File: config.mk
export PLATFORM = sky130hd
export DESIGN_NAME = red_pitaya_trig_debounce
export DESIGN_NICKNAME = d
export VERILOG_FILES = /design/src/rtl/red_pitaya_trig_pkg.sv /design/src/rtl/red_pitaya_sync2.sv /design/src/rtl/red_pitaya_trig_debounce.sv
export SDC_FILE = /design/constraint.sdc
export NUM_CORES = 1
export LEC_CHECK = 0
export ABC_AREA = 1
export BUFFER_PORTS_ARGS = -buffer_cell sky130_fd_sc_hd__buf_4
export CORE_AREA = 2 2 80 82
export CTS_BUF_LIST = sky130_fd_sc_hd__clkbuf_8
export CTS_CLUSTER_DIAMETER = 150
export DETAILED_ROUTE_END_ITERATION = 12
export DIE_AREA = 0 0 82 84
export HOLD_SLACK_MARGIN = 0.02
export PLACE_DENSITY = 0.78
export SETUP_SLACK_MARGIN = 0.02
export SLEW_MARGIN = 20
export SYNTH_ARGS = -nofsm -noshare
export SYNTH_HDL_FRONTEND = slang
export SYNTH_HIERARCHICAL = 1
export SYNTH_SLANG_ARGS = --single-unit
export TNS_END_PERCENT = 30
File: constraint.sdc
create_clock -name adc_clk_i -period 2.9 [get_ports adc_clk_i]
set_clock_uncertainty 0.2 [all_clocks]
set_input_delay 0.145 -clock adc_clk_i [delete_from_list [all_inputs] [get_ports adc_clk_i]]
set_output_delay 0.145 -clock adc_clk_i [all_outputs]
set_load 0.01 [all_outputs]
File: src/rtl/red_pitaya_trig_pkg.sv
// Shared definitions for the external-trigger debounce and the scope trigger logic:
// FSM state encoding, default widths and a small state-decoding helper.
package red_pitaya_trig_pkg;

  localparam int TRIG_DEB_W  = 20;
  localparam int TRIG_GCNT_W = 16;

  typedef enum logic [1:0] {
    ST_STABLE_LO = 2'd0,
    ST_QUAL_HI   = 2'd1,
    ST_STABLE_HI = 2'd2,
    ST_QUAL_LO   = 2'd3
  } trig_state_e;

  // The debounced level stays high while a falling transition is only being qualified.
  function automatic logic is_high_state(input trig_state_e st);
    return (st == ST_STABLE_HI) || (st == ST_QUAL_LO);
  endfunction

endpackage

File: src/rtl/red_pitaya_sync2.sv
// Two-flop synchronizer for bringing asynchronous signals into the local clock domain.
module red_pitaya_sync2 #(
  parameter int W = 1
) (
  input  logic         clk,
  input  logic         rst_n,
  input  logic [W-1:0] d,
  output logic [W-1:0] q
);

  logic [W-1:0] meta;

  always_ff @(posedge clk or negedge rst_n) begin
    if (!rst_n) begin
      meta <= '0;
      q    <= '0;
    end else begin
      meta <= d;
      q    <= meta;
    end
  end

endmodule

File: src/rtl/red_pitaya_trig_debounce.sv
// External trigger debounce: synchronizes the raw pin, qualifies each level change for
// N clocks, emits edge pulses, a debounced level and a saturating count of rejected glitches.
module red_pitaya_trig_debounce
  import red_pitaya_trig_pkg::*;
#(
  parameter int DEB_W  = TRIG_DEB_W,
  parameter int GCNT_W = TRIG_GCNT_W
) (
  input  logic              adc_clk_i,
  input  logic              adc_rstn_i,
  input  logic              trig_ext_i,
  input  logic [DEB_W-1:0]  deb_len_i,
  input  logic              en_i,
  input  logic              gcnt_clr_i,
  output logic              trig_p_o,
  output logic              trig_n_o,
  output logic              trig_lvl_o,
  output logic [GCNT_W-1:0] gcnt_o,
  output trig_state_e       fsm_state
);

  logic             s;
  trig_state_e      state, state_nx;
  logic [DEB_W-1:0] cnt, cnt_nx;
  logic [DEB_W-1:0] len_eff;
  logic [DEB_W:0]   cnt_inc;
  logic             len_one;
  logic             qual_done;
  logic             glitch;
  logic             rise, fall;

  red_pitaya_sync2 #(
    .W (1)
  ) u_sync (
    .clk   (adc_clk_i),
    .rst_n (adc_rstn_i),
    .d     (trig_ext_i),
    .q     (s)
  );

  // A programmed length of zero behaves as one; the extra MSB on the increment keeps
  // the comparison exact when N sits at the top of the counter range.
  assign len_eff   = (deb_len_i == '0) ? DEB_W'(1) : deb_len_i;
  assign len_one   = (len_eff == DEB_W'(1));
  assign cnt_inc   = {1'b0, cnt} + (DEB_W + 1)'(1);
  assign qual_done = (cnt_inc >= {1'b0, len_eff});

  always_ff @(posedge adc_clk_i or negedge adc_rstn_i) begin
    if (!adc_rstn_i) begin
      state <= ST_STABLE_LO;
      cnt   <= '0;
    end else begin
      state <= state_nx;
      cnt   <= cnt_nx;
    end
  end

  always_comb begin
    state_nx = state;
    cnt_nx   = cnt;
    glitch   = 1'b0;
    case (state)
      ST_STABLE_LO: begin
        if (s) begin
          if (len_one) begin
            state_nx = ST_STABLE_HI;
          end else begin
            state_nx = ST_QUAL_HI;
            cnt_nx   = DEB_W'(1);
          end
        end
      end
      ST_QUAL_HI: begin
        if (!s) begin
          state_nx = ST_STABLE_LO;
          cnt_nx   = '0;
          glitch   = 1'b1;
        end else if (qual_done) begin
          state_nx = ST_STABLE_HI;
          cnt_nx   = '0;
        end else begin
          cnt_nx = cnt_inc[DEB_W-1:0];
        end
      end
      ST_STABLE_HI: begin
        if (!s) begin
          if (len_one) begin
            state_nx = ST_STABLE_LO;
          end else begin
            state_nx = ST_QUAL_LO;
            cnt_nx   = DEB_W'(1);
          end
        end
      end
      ST_QUAL_LO: begin
        if (s) begin
          state_nx = ST_STABLE_HI;
          cnt_nx   = '0;
          glitch   = 1'b1;
        end else if (qual_done) begin
          state_nx = ST_STABLE_LO;
          cnt_nx   = '0;
        end else begin
          cnt_nx = cnt_inc[DEB_W-1:0];
        end
      end
      default: begin
        state_nx = ST_STABLE_LO;
        cnt_nx   = '0;
      end
    endcase
  end

  // A return from a qualifying state to its stable origin is a glitch, never an edge.
  assign rise = (state_nx == ST_STABLE_HI) &&
                ((state == ST_STABLE_LO) || (state == ST_QUAL_HI));
  assign fall = (state_nx == ST_STABLE_LO) &&
                ((state == ST_STABLE_HI) || (state == ST_QUAL_LO));

  always_ff @(posedge adc_clk_i or negedge adc_rstn_i) begin
    if (!adc_rstn_i) begin
      trig_p_o   <= 1'b0;
      trig_n_o   <= 1'b0;
      trig_lvl_o <= 1'b0;
    end else begin
      trig_p_o   <= en_i & rise;
      trig_n_o   <= en_i & fall;
      trig_lvl_o <= is_high_state(state_nx);
    end
  end

  // Clear wins over a coincident glitch; counting stops at all-ones.
  always_ff @(posedge adc_clk_i or negedge adc_rstn_i) begin
    if (!adc_rstn_i) begin
      gcnt_o <= '0;
    end else if (gcnt_clr_i) begin
      gcnt_o <= '0;
    end else if (en_i && glitch && (gcnt_o != '1)) begin
      gcnt_o <= gcnt_o + GCNT_W'(1);
    end
  end

  assign fsm_state = state;

endmodule

Word-level counts from Yosys, hierarchy flattened
Index checks and enable logic that the tools add are counted.
- input port bits: 25
- output and inout bits: 21
- word-level logic and storage cells: 56
- register bits after elaboration: 43
- multiplexer cells: 22
- $lt $le $gt $ge: 1
- reductions and logical operators: 12
- eq/ne operators: 9
- add/sub/neg operators: 2
- bitwise operators: 2
- operator list (cell ; number):
    two-way mux 20 bit ; 7
    one-hot mux 20 bit (4 select lines) ; 1
    two-way mux 16 bit ; 2
    adder 20 x 1 -> 21 bit (second input constant) ; 1
    >= comparator 21 x 20 -> 1 bit ; 1
    == test 20 x 1 -> 1 bit (second input constant) ; 1
    zero test 20 bit ; 1
    adder 16 x 1 -> 16 bit (second input constant) ; 1
    two-way mux 2 bit ; 8
    inequality test 16 bit (second input constant) ; 1
    == test 2 bit (second input constant) ; 4
    one-hot mux 2 bit (4 select lines) ; 1
    logical AND 1 bit ; 4
    zero test 2 bit ; 2
    logical OR 1 bit ; 3
    AND 1 bit ; 2
    == test 2 x 1 -> 1 bit (second input constant) ; 1
    two-way mux 1 bit ; 2
    inequality test 2 x 1 -> 1 bit (second input constant) ; 1
    inequality test 2 bit (second input constant) ; 1
    one-hot mux 1 bit (2 select lines) ; 1
    AND reduction 2 bit ; 1
    nonzero test 2 bit ; 1

Longest topological paths before layout
Gate-level depths: netlist (run 1).
- depth after elaboration: 9
- gate-level depth with buffers: 21
- mapped depth without buffers: 21

Modules after synthesis
Netlist (run 1), hierarchy kept.
- by module, submodules not included (module ; seq. area each (µm²) ; times used ; area each (µm²) ; cells each):
    red_pitaya_trig_debounce ; 1026.0 ; 1 ; 3135.5 ; 438
    red_pitaya_sync2 ; 50.0 ; 1 ; 50.0 ; 2

Worst setup path after synthesis (run 1)
OpenSTA, ideal clock, no wires.
- path type: register to register
- from: register cnt[0]
- to: register cnt[0]
- path buffers: 1
- library setup time: 0.062 ns
- cell stages (with the launch flop): 21
- period minus slack after synthesis: 2.817 ns
- arrival time: 2.555 ns
- path slack: 0.083 ns
- required time: 2.638 ns
- cell sequence: dfrtp_1 -> ha_1 -> nand3_2 -> nor2_4 -> nand3_4 -> inv_1 -> nand3_1 -> xor2_1 -> inv_1 -> ha_1 -> nand2_1 -> nand2_1 -> nand2_1 -> nand2_1 -> o21bai_1 -> nand2_1 -> nand4_4 -> buf_6 -> o21ai_2 -> o21ai_1 -> inv_2
- cells in the longest elaborated chain, start to end: 5
- elaborated cells on any way between the ends: 9
- those cells by class: 1 x add/sub; 1 x order compare; 7 x mux
- ends and longest elaborated chain (item ; RTL line ; text):
    start: declaration ; red_pitaya_trig_debounce.sv:24 ; logic [DEB_W-1:0] cnt, cnt_nx;
    start signal: assignment ; red_pitaya_trig_debounce.sv:54 ; cnt <= cnt_nx;
    adder 20 x 1 -> 21 bit ; red_pitaya_trig_debounce.sv:45 ; assign cnt_inc = {1'b0, cnt} + (DEB_W + 1)'(1);
    >= comparator 21 x 20 -> 1 bit ; red_pitaya_trig_debounce.sv:46 ; assign qual_done = (cnt_inc >= {1'b0, len_eff});
    two-way mux 20 bit ; red_pitaya_trig_debounce.sv:78, red_pitaya_trig_debounce.sv:100 ;
    two-way mux 20 bit (on tied branches) ; red_pitaya_trig_debounce.sv:96, red_pitaya_trig_debounce.sv:74 ;
    one-hot mux 20 bit (4 select lines) * ; red_pitaya_trig_debounce.sv:62 ; case (state)
Mark *: on every way between the ends. The rest lies on a longest branch, timed or not. The select of a mux whose other input is x is not followed.
A chain may end at the register's enable or synchronous reset.

Final worst setup path (run 1)
- from: register cnt[0]
- to: register trig_p_o
- cells in the longest elaborated chain, start to end: 8
- elaborated cells on any way between the ends: 10
- those cells by class: 1 x add/sub; 1 x order compare; 1 x eq/ne; 5 x mux; 1 x bitwise; 1 x reduce/logical
- ends and longest elaborated chain (item ; RTL line ; text):
    adder 20 x 1 -> 21 bit * ; red_pitaya_trig_debounce.sv:45 ;
    >= comparator 21 x 20 -> 1 bit * ; red_pitaya_trig_debounce.sv:46 ;
    two-way mux 2 bit (on tied branches) ; red_pitaya_trig_debounce.sv:100, red_pitaya_trig_debounce.sv:78 ;
    two-way mux 2 bit (on tied branches) ; red_pitaya_trig_debounce.sv:96, red_pitaya_trig_debounce.sv:74 ;
    one-hot mux 2 bit (4 select lines) * ; red_pitaya_trig_debounce.sv:62 ;
    == test 2 bit * ; red_pitaya_trig_debounce.sv:115 ; assign rise = (state_nx == ST_STABLE_HI) &&
    logical AND 1 bit * ; red_pitaya_trig_debounce.sv:115 ;
    AND 1 bit * ; red_pitaya_trig_debounce.sv:126 ; trig_p_o <= en_i & rise;
    end signal: assignment ; red_pitaya_trig_debounce.sv:126 ;
    end: declaration ; red_pitaya_trig_debounce.sv:15 ; output logic trig_p_o,
Mark *: on every way between the ends. The rest lies on a longest branch, timed or not.

==> run summary, run 1 <==
die area -> 6890 µm²
Critical path origin -> cnt[0]
Wirelength per Cell -> 15.0 µm
clock buffer count from CTS -> 5
max_cap viols -> 0
reg2reg end -> trig_p_o
largest net degree at the start of global routing -> 44
Netlist cell types -> 35
clk buf depth -> 2
initial antenna violation count -> 0
DR vias -> 3341
Final Slew Violations -> 0
Startpoint Class -> register
Max VDD drop -> 581 µV
CP max-delay cell -> dfrtp_1
Slew @ Worst Pin -> 0.564 ns
fin nets -> 581
Switching Share -> 0.397
number of port buffers -> 45
Via density -> 5.47
share of post-route cells with drive strength above 1 -> 0.326
RePlAce Congestion -> 0.923
Stages on worst setup path -> 19
FF-to-FF path depth -> 19
period utilization -> 1.05
CP Max Fanout -> 7
status -> finished with violations
DRT iter0 DRCs -> 275
FF-to-FF setup slack -> -0.14 ns
H-tree depth -> 2
fin util -> 0.709
# diodes -> 0
Critical Path End -> trig_p_o
Final min period -> 3.04 ns
PD cells -> 442 nW/µm²
Main synth FF type -> dfrtp_1
RSZ-0062 raised after global routing -> yes
clock share of power -> 0.211
post-route ant nets -> 0
Pleak -> 2.17 nW
std cell rows -> 29
final setup violation count -> 25
Hold Path Class -> in2reg
Skew-Pair Late Insertion Delay -> 0.31 ns
Post-Syn Instances -> 440
die height -> 84 µm
Starting Density -> 0.523
Critical Path End Type -> register
WHS Path Cells -> 5
net count after synthesis -> 487
Sink Count -> 43
WL final -> 9150 µm
first-pass GRT wire length -> 13400 µm
CP most frequent cell -> nor2_4
sequential fraction of the synthesis area -> 0.338
relative slew slack -> 0.624
Internal -> 1.15 mW
Synth Register Bits -> 43
Fin. Hold Viols -> 0
IO Count -> 46
setup_tns -> -2.05 ns
clock root buffer -> clkbuf_8
Post-synth EDFFs -> 0
worst path bufs/invs -> 3
vias in the first global route -> 3048
Die Span X -> 82 µm
YS warnings -> 6
DR DRC count -> 0
worst hold slack -> 0.0138 ns
gr usage total -> 0.251
CORE AREA -> 6100 µm²
NetSw -> 0.759 mW
Async SR Flop Fraction -> 1.00
setup ws final -> -0.142 ns
Max stage delay on crit path -> 0.42 ns
Comb power frac -> 0.411
CTS tree -> yes
CP delay by family, top -> simple AND/OR/NAND/NOR gates
gr ovfl total -> 0
Flop pwr share -> 0.378
required time of the worst setup path -> 2.88 ns
critical path class -> reg2reg
Mapped Area -> 3190 µm²
syn_area_per_cell -> 7.24 µm²
worst r2r src -> cnt[0]
P&R area growth vs syn -> 35.6%
failing checks -> negative setup slack
Filler Cell Count -> 456
critical path cell sequence -> nand3_2 -> nor2_4 -> nand2_2 -> nor2_4 -> nand2_2 -> buf_4 -> nor3_2 -> xor2_1 -> ha_1 -> nand2_1 -> nor2_4 -> buf_6 -> nand2_1 -> nor2_2 -> nand2_4 -> nand4_4 -> buf_4 -> nand4_1 -> nor2_1
post-detail-place hpwl -> 6080 µm
Achievable Freq -> 0.329 GHz
1st-pass router iterations -> 5
Worst Path Arrival -> 3.03 ns
CTS clk-pin slew, worst paths -> 0.08 ns
area by class of cell:
type / instances / area, µm² / area share
Multi-Input combinational cell: 307 / 2020 / 0.467
Sequential cell: 43 / 1080 / 0.249
Timing Repair Buffer: 91 / 709 / 0.164
Inverter: 85 / 327 / 0.0756
Tap cell: 77 / 96.3 / 0.0223
Clock buffer: 6 / 82.6 / 0.0191
Timing Repair inverter: 1 / 6.26 / 0.00145
Clock inverter: 1 / 5.00 / 0.00116
worst reg2reg max path: cells and delay by family, from the launching register on:
family / cells / cell delay [ns]
AND/OR/NAND/NOR: 14 / 1.31
adder cells (fa/ha/maj): 1 / 0.27
flip-flops: 1 / 0.42
buffers and inverters: 3 / 0.46
XOR/XNOR: 1 / 0.24
metal layers:
layer  track usage  part of all wire
met5             0                 0
met4        0.0742             0.029
met3        0.0379             0.062
met2         0.431              0.50
met1         0.320              0.41
placed cells by master (no fill, tap or decap), types with 16 or more instances in the layout:
cell / Yosys / layout
ha_1: 22 / 20
buf_4: 1 / 83
nor2_1: 35 / 29
nand3_1: 22 / 18
nand2_1: 102 / 92
dfrtp_1: 43 / 43
o21ai_0: 19 / 16
inv_1: 80 / 77
metrics by stage:
| step | std cells | setup slack, ns | power, mW | area (µm²) |
|---|---|---|---|---|
| after floorplan | 440 | 0.0829 | 1.14 | 3190 |
| after global placement | 583 | -0.122 | 1.35 | 3780 |
| after detailed placement | 583 | -0.212 | 1.37 | 3780 |
| after CTS | 602 | -0.0515 | 1.85 | 4090 |
| after global routing | 611 | -0.306 | 2.01 | 4320 |
| final | 611 | -0.142 | 1.91 | 4320 |
synthesized netlist by cell type, types with 4 or more instances:
library cell	number	area (µm²)
nor2_1	35	131
nor3_1	17	85.1
nand2_1	102	383
a21oi_1	17	85.1
xor2_1	17	149
nand3_1	22	110
dfrtp_1	43	1080
nand4_1	10	62.6
ha_1	22	275
nand2_2	4	25.0
inv_1	80	300
nor2_2	6	37.5
o21ai_0	19	95.1
inv_2	4	15.0
o22ai_1	5	31.3
nor2_4	4	45.0
o21ai_1	6	30.0
power by group through the flow:
stage,logic (mW),registers [mW],clock network (mW)
4_1_cts,0.729,0.718,0.402
3_3_place_gp,0.622,0.725,0
2_1_floorplan,0.399,0.740,0
3_5_place_dp,0.647,0.726,0
6_report,0.785,0.723,0.402
5_1_grt,0.855,0.730,0.429
worst min path at each step:
stage / from / endpoint / slack (ns)
after floorplan: adc_rstn_i / cnt[0] / -0.35
after global placement: adc_rstn_i / gcnt_o[7] / -0.03
after detailed placement: adc_rstn_i / gcnt_o[5] / -0.03
after CTS: en_i / trig_n_o / 0.03
after global routing: en_i / trig_n_o / 0.04
final: en_i / trig_n_o / 0.01
cell families (layout without fill, tap and decap cells):
logic type,Yosys count,count (layout),synth area share
buf+inv,90,184,0.112
flops,43,43,0.338
xor+xnor,18,18,0.0495
simple gates,214,214,0.324
fa+ha+maj,22,22,0.0864
compound gates,53,53,0.0899
what timing repair did:
action | 4_1_cts | 5_1_grt
hold buffers | 3 | 0
setup endpoints to repair | 25 | 25
gates cloned | 0 | 1
pin swaps | 19 | 30
endpoints found under the hold margin | 48 | 0
resized for setup | 30 | 40
setup buffers | 9 | 8
flip-flops by register name (all words and copies together) (netlist names):
| register | count |
|---|---|
| u_sync/meta | 1 |
| trig_p_o | 1 |
| gcnt_o | 16 |
| cnt | 20 |
| trig_n_o | 1 |
| u_sync/q | 1 |
| fsm_state | 2 |
| trig_lvl_o | 1 |
Note: power is estimated with default switching activity, not from simulation.
==> inputs of run 2 (changes only) <==
Clock period 2.9 ns to 2.65 ns, I/O delays scaled along.
==> run 2 against run 1 <==
Against the previous run:
- the flow still finishes with violations (negative setup slack)
- cell count grew 3.4%
- first-iteration DRC count grew 9.5%
- combinational power grew 8.8%
- die area is the same
- design area grew 3.6%
- worst hold slack gained 0.13 ns
- setup slack lost 0.32 ns
- sequential cell count is the same
- maximum frequency shrank 2.4%
- via count grew 0.99%
==> run summary, run 2 (synthesis results as in run 1) <==
Max VDD drop -> 558 µV (was 581 µV)
FF-to-FF path depth -> 17 (was 19)
relative slew slack -> 0.629 (was 0.624)
number of port buffers -> 45 (unchanged)
status -> finished with violations (unchanged)
IO Count -> 46 (unchanged)
fin cells -> 632 (was 611)
Starting Density -> 0.523 (unchanged)
# diodes -> 0 (unchanged)
clock root buffer -> clkbuf_8 (unchanged)
Filler Cell Count -> 443 (was 456)
post-placement cell count -> 612 (was 583)
Flop pwr share -> 0.366 (was 0.378)
Pleak -> 2.28 nW (was 2.17 nW)
NetSw -> 0.820 mW (was 0.759 mW)
Top reg by flops -> cnt (unchanged)
critical path cell sequence -> ha_4 -> nand3_4 -> nor2_4 -> nand3_4 -> inv_2 -> nand2_1 -> xnor2_2 -> ha_1 -> a21oi_1 -> nand2_2 -> o21bai_4 -> nand2_2 -> nand4_4 -> buf_12 -> o21ai_4 -> o21ai_2 -> inv_2 (was nand3_2 -> nor2_4 -> nand2_2 -> nor2_4 -> nand2_2 -> buf_4 -> nor3_2 -> xor2_1 -> ha_1 -> nand2_1 -> nor2_4 -> buf_6 -> nand2_1 -> nor2_2 -> nand2_4 -> nand4_4 -> buf_4 -> nand4_1 -> nor2_1)
required time of the worst setup path -> 2.69 ns (was 2.88 ns)
Worst Path Arrival -> 3.15 ns (was 3.03 ns)
Skew-Pair Late Insertion Delay -> 0.31 ns (about the same)
Critical Path End Type -> register (unchanged)
Die Span X -> 82 µm (unchanged)
worst hold slack -> 0.147 ns (was 0.0138 ns)
critical path class -> reg2reg (unchanged)
Sink Count -> 43 (unchanged)
area occupied by multi-input gates -> 2000 µm² (was 2020 µm²)
setup ws final -> -0.466 ns (was -0.142 ns)
CP max-delay cell -> dfrtp_1 (unchanged)
clk buf depth -> 2 (unchanged)
std cell rows -> 29 (unchanged)
post-detail-place hpwl -> 6520 µm (was 6080 µm)
max reg flops -> 20 (unchanged)
RePlAce Congestion -> 0.871 (was 0.923)
Hold Path Class -> in2async (was in2reg)
fin nets -> 601 (was 581)
Critical path origin -> cnt[1] (was cnt[0])
period utilization -> 1.18 (was 1.05)
largest net degree at the start of global routing -> 44 (unchanged)
die height -> 84 µm (unchanged)
DRT iter0 DRCs -> 301 (was 275)
final setup violation count -> 25 (unchanged)
DR vias -> 3374 (was 3341)
PD cells -> 485 nW/µm² (was 442 nW/µm²)
fin util -> 0.734 (was 0.709)
initial antenna violation count -> 0 (unchanged)
failing checks -> negative setup slack (unchanged)
CTS clk-pin slew, worst paths -> 0.08 ns (about the same)
FF-to-FF setup slack -> -0.47 ns (was -0.14 ns)
P&R area growth vs syn -> 40.5% (was 35.6%)
first-pass GRT wire length -> 14400 µm (was 13400 µm)
Max stage delay on crit path -> 0.42 ns (about the same)
gr ovfl total -> 0 (unchanged)
Final min period -> 3.12 ns (was 3.04 ns)
Fin. Hold Viols -> 0 (unchanged)
register area -> 1080 µm² (about the same)
Final Slew Violations -> 0 (unchanged)
vias in the first global route -> 3258 (was 3048)
1st-pass router iterations -> 7 (was 5)
CTS tree -> yes (unchanged)
Startpoint Class -> register (unchanged)
DR DRC count -> 0 (unchanged)
clock share of power -> 0.240 (was 0.211)
share of post-route cells with drive strength above 1 -> 0.341 (was 0.326)
Slew @ Worst Pin -> 0.557 ns (was 0.564 ns)
CORE AREA -> 6100 µm² (unchanged)
gr usage total -> 0.269 (was 0.251)
max_cap viols -> 0 (unchanged)
CP Max Fanout -> 5 (was 7)
worst r2r src -> cnt[1] (was cnt[0])
Internal -> 1.35 mW (was 1.15 mW)
Via density -> 5.34 (was 5.47)
commonest non-fill, non-tap cells in the layout -> buf_4 (105), nand2_1 (92), inv_1 (76), dfrtp_1 (42), nor2_1 (29) (was nand2_1 (92), buf_4 (83), inv_1 (77), dfrtp_1 (43), nor2_1 (29))
post-route ant nets -> 0 (unchanged)
Tot Pwr -> 2.17 mW (was 1.91 mW)
Wirelength per Cell -> 14.9 µm (was 15.0 µm)
commonest non-fill, non-tap cell in the layout -> buf_4 (was nand2_1)
die area -> 6890 µm² (unchanged)
H-tree depth -> 2 (unchanged)
Achievable Freq -> 0.321 GHz (was 0.329 GHz)
reg2reg end -> cnt[0] (was trig_p_o)
Critical Path End -> cnt[0] (was trig_p_o)
Switching Share -> 0.378 (was 0.397)
RSZ-0062 raised after global routing -> yes (unchanged)
Comb power frac -> 0.394 (was 0.411)
WL final -> 9390 µm (was 9150 µm)
clock buffer count from CTS -> 5 (unchanged)
## run 2: power groups by stage
stage | Clock [mW] | Sequential, mW | Combinational, mW
finish | 0.521 | 0.795 | 0.854
global route | 0.552 | 0.804 | 0.941
CTS | 0.534 | 0.792 | 0.804
detailed placement | 0 | 0.804 | 0.777
global placement | 0 | 0.804 | 0.752
floorplan | 0 | 0.820 | 0.450
## run 2: stage by stage
stage,cell area (µm²),worst slack [ns],setup TNS [ns]
finish,4480,-0.466,-9.37
global route,4480,-0.570,-12.11
CTS,4300,-0.322,-6.50
detailed placement,4030,-0.390,-8.37
global placement,4030,-0.297,-6.63
floorplan,3210,-0.0890,-1.01
## run 2: how the worst min path moves through the flow
stage / cells after the start / end
floorplan: 0 / cnt[0]
global placement: 1 / gcnt_o[7]
detailed placement: 1 / gcnt_o[7]
CTS: 5 / fsm_state[0]
global route: 0 / u_sync/q
finish: 2 / gcnt_o[6]
## run 2: per-layer routing
layer	track usage	vias to the layer above	share of wire
li1	-	1625	-
met1	0.344	1586	0.41
met2	0.450	130	0.50
met3	0.0444	33	0.050
met4	0.100	0	0.032
met5	0	-	0
## run 2: area by class of cell
type | instances | share of cell area
Inverter | 85 | 0.0718
Multi-Input combinational cell | 307 | 0.446
Clock inverter | 3 | 0.00978
Timing Repair Buffer | 112 | 0.195
Clock buffer | 5 | 0.0154
Sequential cell | 43 | 0.241
Tap cell | 77 | 0.0215
## run 2: timing repair
item	CTS	global route
hold buffers	4	0
gates resized for setup	17	32
setup buffers	4	4
endpoints found under the setup margin	25	25
pin swaps	16	20
hold endpoints to repair	49	0
## run 2: critical path: cells and delay by family (launching register included)
kind                       cells  cell delay (ns)
and+or+nand+nor                7             0.78
adders and majority gates      2             0.52
DFF                            1             0.42
xor gates and xnor gates       1             0.17
buffers and inverters          3             0.31
AOI/OAI and AO/OA              4             0.65
==> inputs of run 3 (changes only) <==
Settings changed: CORE_AREA 2 2 80 82 to 5 5 82 84, DIE_AREA 0 0 82 84 to 0 0 87 89, PLACE_DENSITY 0.78 to not set, PLACE_DENSITY_LB_ADDON set to 0.3, SYNTH_HIERARCHICAL 1 to not set.
==> run 3 against run 2 <==
Against the previous run:
- the run still ends with negative setup slack left
- utilization is 3.8 points lower
- via count is 11% lower
- sequential share of layout area increased by 2.4 points
- non-clock buffer count shrank 10
- setup slack got worse by 0.039 ns
- cell count decreased by 8.5%
- critical path type unchanged
==> run summary, run 3 <==
Max VDD drop -> 342 µV (was 558 µV)
P&R area growth vs syn -> 35.6% (was 40.5%)
Top reg by flops -> cnt (unchanged)
DR DRC count -> 0 (unchanged)
vias in the first global route -> 2958 (was 3258)
Hold Path Class -> in2async (unchanged)
Async SR Flop Fraction -> 1.00 (unchanged)
required time of the worst setup path -> 2.64 ns (was 2.69 ns)
share of post-route cells with drive strength above 1 -> 0.292 (was 0.341)
initial antenna violation count -> 0 (unchanged)
DR vias -> 3005 (was 3374)
die height -> 89 µm (was 84 µm)
die area -> 7740 µm² (was 6890 µm²)
fin nets -> 549 (was 601)
Wirelength per Cell -> 13.4 µm (was 14.9 µm)
status -> finished with violations (unchanged)
cell with the most instances after synthesis -> nand2_1 (unchanged)
Fin. Hold Viols -> 0 (unchanged)
Synth Register Bits -> 43 (unchanged)
Skew-Pair Late Insertion Delay -> 0.29 ns (was 0.31 ns)
DRT iter0 DRCs -> 179 (was 301)
Post-synth EDFFs -> 0 (unchanged)
Sink Count -> 43 (unchanged)
H-tree depth -> 2 (unchanged)
commonest non-fill, non-tap cells in the layout -> buf_4 (96), inv_1 (72), nand2_1 (72), dfrtp_1 (42), nand3_1 (30) (was buf_4 (105), nand2_1 (92), inv_1 (76), dfrtp_1 (42), nor2_1 (29))
setup ws final -> -0.505 ns (was -0.466 ns)
WL final -> 7730 µm (was 9390 µm)
worst hold slack -> 0.158 ns (was 0.147 ns)
Synth top area share -> 0.358 (was 0.338)
max reg flops -> 20 (unchanged)
net count after synthesis -> 445 (was 487)
max_cap viols -> 0 (unchanged)
syn_area_per_cell -> 7.54 µm² (was 7.24 µm²)
number of port buffers -> 45 (unchanged)
post-detail-place hpwl -> 5830 µm (was 6520 µm)
sequential fraction of the synthesis area -> 0.358 (was 0.338)
Area after DPL -> 3750 µm² (was 4030 µm²)
post-placement cell count -> 557 (was 612)
Pleak -> 2.12 nW (was 2.28 nW)
Mapped Area -> 3000 µm² (was 3190 µm²)
Die Span X -> 87 µm (was 82 µm)
period utilization -> 1.19 (was 1.18)
Area contributors post-synth -> dfrtp_1 (36%), nand2_1 (9.2%), ha_1 (9.2%) (was dfrtp_1 (34%), nand2_1 (12%), inv_1 (9.4%))
CTS tree -> yes (unchanged)
PD cells -> 499 nW/µm² (was 485 nW/µm²)
critical path class -> reg2reg (unchanged)
Slew @ Worst Pin -> 0.560 ns (was 0.557 ns)
Synth area leader -> dfrtp_1 (unchanged)
Startpoint Class -> register (unchanged)
IO Count -> 46 (unchanged)
gr ovfl total -> 0 (unchanged)
RSZ-0062 raised after global routing -> yes (unchanged)
# diodes -> 0 (unchanged)
first-pass GRT wire length -> 13000 µm (was 14400 µm)
Worst Path Arrival -> 3.15 ns (about the same)
final setup violation count -> 25 (unchanged)
CP Max Fanout -> 5 (unchanged)
clock buffer count from CTS -> 5 (unchanged)
clk buf depth -> 2 (unchanged)
Post-synth top cells -> nand2_1 (74), inv_1 (71), dfrtp_1 (43), nand3_1 (31), nor2_1 (31) (was nand2_1 (102), inv_1 (80), dfrtp_1 (43), nor2_1 (35))
fin cells -> 578 (was 632)
Post-Syn Instances -> 398 (was 440)
CORE AREA -> 5850 µm² (was 6100 µm²)
CTS clk-pin slew, worst paths -> 0.09 ns (was 0.08 ns)
Via density -> 5.20 (was 5.34)
largest net degree at the start of global routing -> 44 (unchanged)
clock root buffer -> clkbuf_8 (unchanged)
Final Slew Violations -> 0 (unchanged)
YS warnings -> 0 (was 6)
Achievable Freq -> 0.317 GHz (was 0.321 GHz)
RePlAce Congestion -> 0.887 (was 0.871)
failing checks -> negative setup slack (unchanged)
post-route ant nets -> 0 (unchanged)
Critical Path End Type -> register (unchanged)
1st-pass router iterations -> 4 (was 7)
Netlist cell types -> 35 (unchanged)
gr usage total -> 0.210 (was 0.269)
relative slew slack -> 0.627 (was 0.629)
Final min period -> 3.15 ns (was 3.12 ns)
std cell rows -> 28 (was 29)
Main synth FF type -> dfrtp_1 (unchanged)
post-route cell area -> 4070 µm² (was 4480 µm²)
Starting Density -> 0.513 (was 0.523)
commonest non-fill, non-tap cell in the layout -> buf_4 (unchanged)
[run 3: per-stage QoR]
stage | setup slack [ns] | power [mW] | TNS, ns | util
finish | -0.505 | 2.03 | -11.58 | 0.696
CTS | -0.416 | 1.97 | -9.51 | 0.682
floorplan | -0.220 | 1.19 | -4.36 | -
global placement | -0.298 | 1.43 | -6.55 | 0.642
global route | -0.661 | 2.17 | -15.47 | 0.696
detailed placement | -0.421 | 1.45 | -9.33 | 0.642
[run 3: logic make-up after synthesis]
family | Yosys count | synth area share
fa+ha+maj | 22 | 0.0917
flops | 43 | 0.358
buf+inv | 79 | 0.105
simple gates | 178 | 0.290
xor+xnor | 15 | 0.0438
compound gates | 61 | 0.112
[run 3: where the power goes]
group          total (mW)  switching, mW  internal, mW
combinational       0.819          0.465         0.354
sequential          0.771         0.0635         0.707
clock               0.444          0.233         0.210
total                2.03          0.762          1.27
[run 3: area by class of cell]
type,count,area (µm²)
clock buffer,6,82.6
clock inverter,2,12.5
fill,482,1780
inverter,74,283
multi-input combinational,276,1720
sequential,43,1080
tap,75,93.8
timing repair buffer,102,801
[run 3: repair_timing]
action | 4_1_cts | 5_1_grt
endpoints found under the setup margin | 25 | 25
gates resized for setup | 9 | 13
gates cloned | 0 | 1
pin swaps | 12 | 10
hold buffers | 4 | 0
endpoints found under the hold margin | 50 | 0
buffers inserted | 7 | 1
[run 3: final timing paths]
| check | startpoint | end | slack (ns) | cells after the start |
|---|---|---|---|---|
| setup / recovery | cnt[0] | trig_n_o | -0.50 | 18 |
| hold / removal | adc_rstn_i | cnt[5] | 0.16 | 2 |
| setup reg to reg | cnt[0] | trig_n_o | -0.50 | 18 |
| hold reg to reg | u_sync.meta | u_sync.q | 0.16 | 0 |
| max in group asynchronous | adc_rstn_i | cnt[2] | 1.69 | 2 |
| min in group adc_clk_i | u_sync.meta | u_sync.q | 0.16 | 0 |
[run 3: metal layers]
layer	GRT usage	part of all wire	up-vias
met2	0.373	0.49	85
met4	0.0354	0.0083	0
met3	0.0387	0.052	6
li1	-	-	1505
met1	0.271	0.45	1409
met5	0	0	-
[run 3: worst max-delay path, stage by stage, from the launching register on]
cell,delay [ns]
dfrtp_1,0.37
buf_4,0.13
ha_4,0.14
nand4_4,0.08
nor3_4,0.22
nand2_2,0.13
nor3_2,0.14
xor2_1,0.21
inv_1,0.10
ha_4,0.22
a21o_1,0.16
a21oi_2,0.11
o21ai_1,0.08
nor2_2,0.16
buf_4,0.14
nand4_4,0.13
buf_8,0.19
nand4_1,0.07
nor2_1,0.05
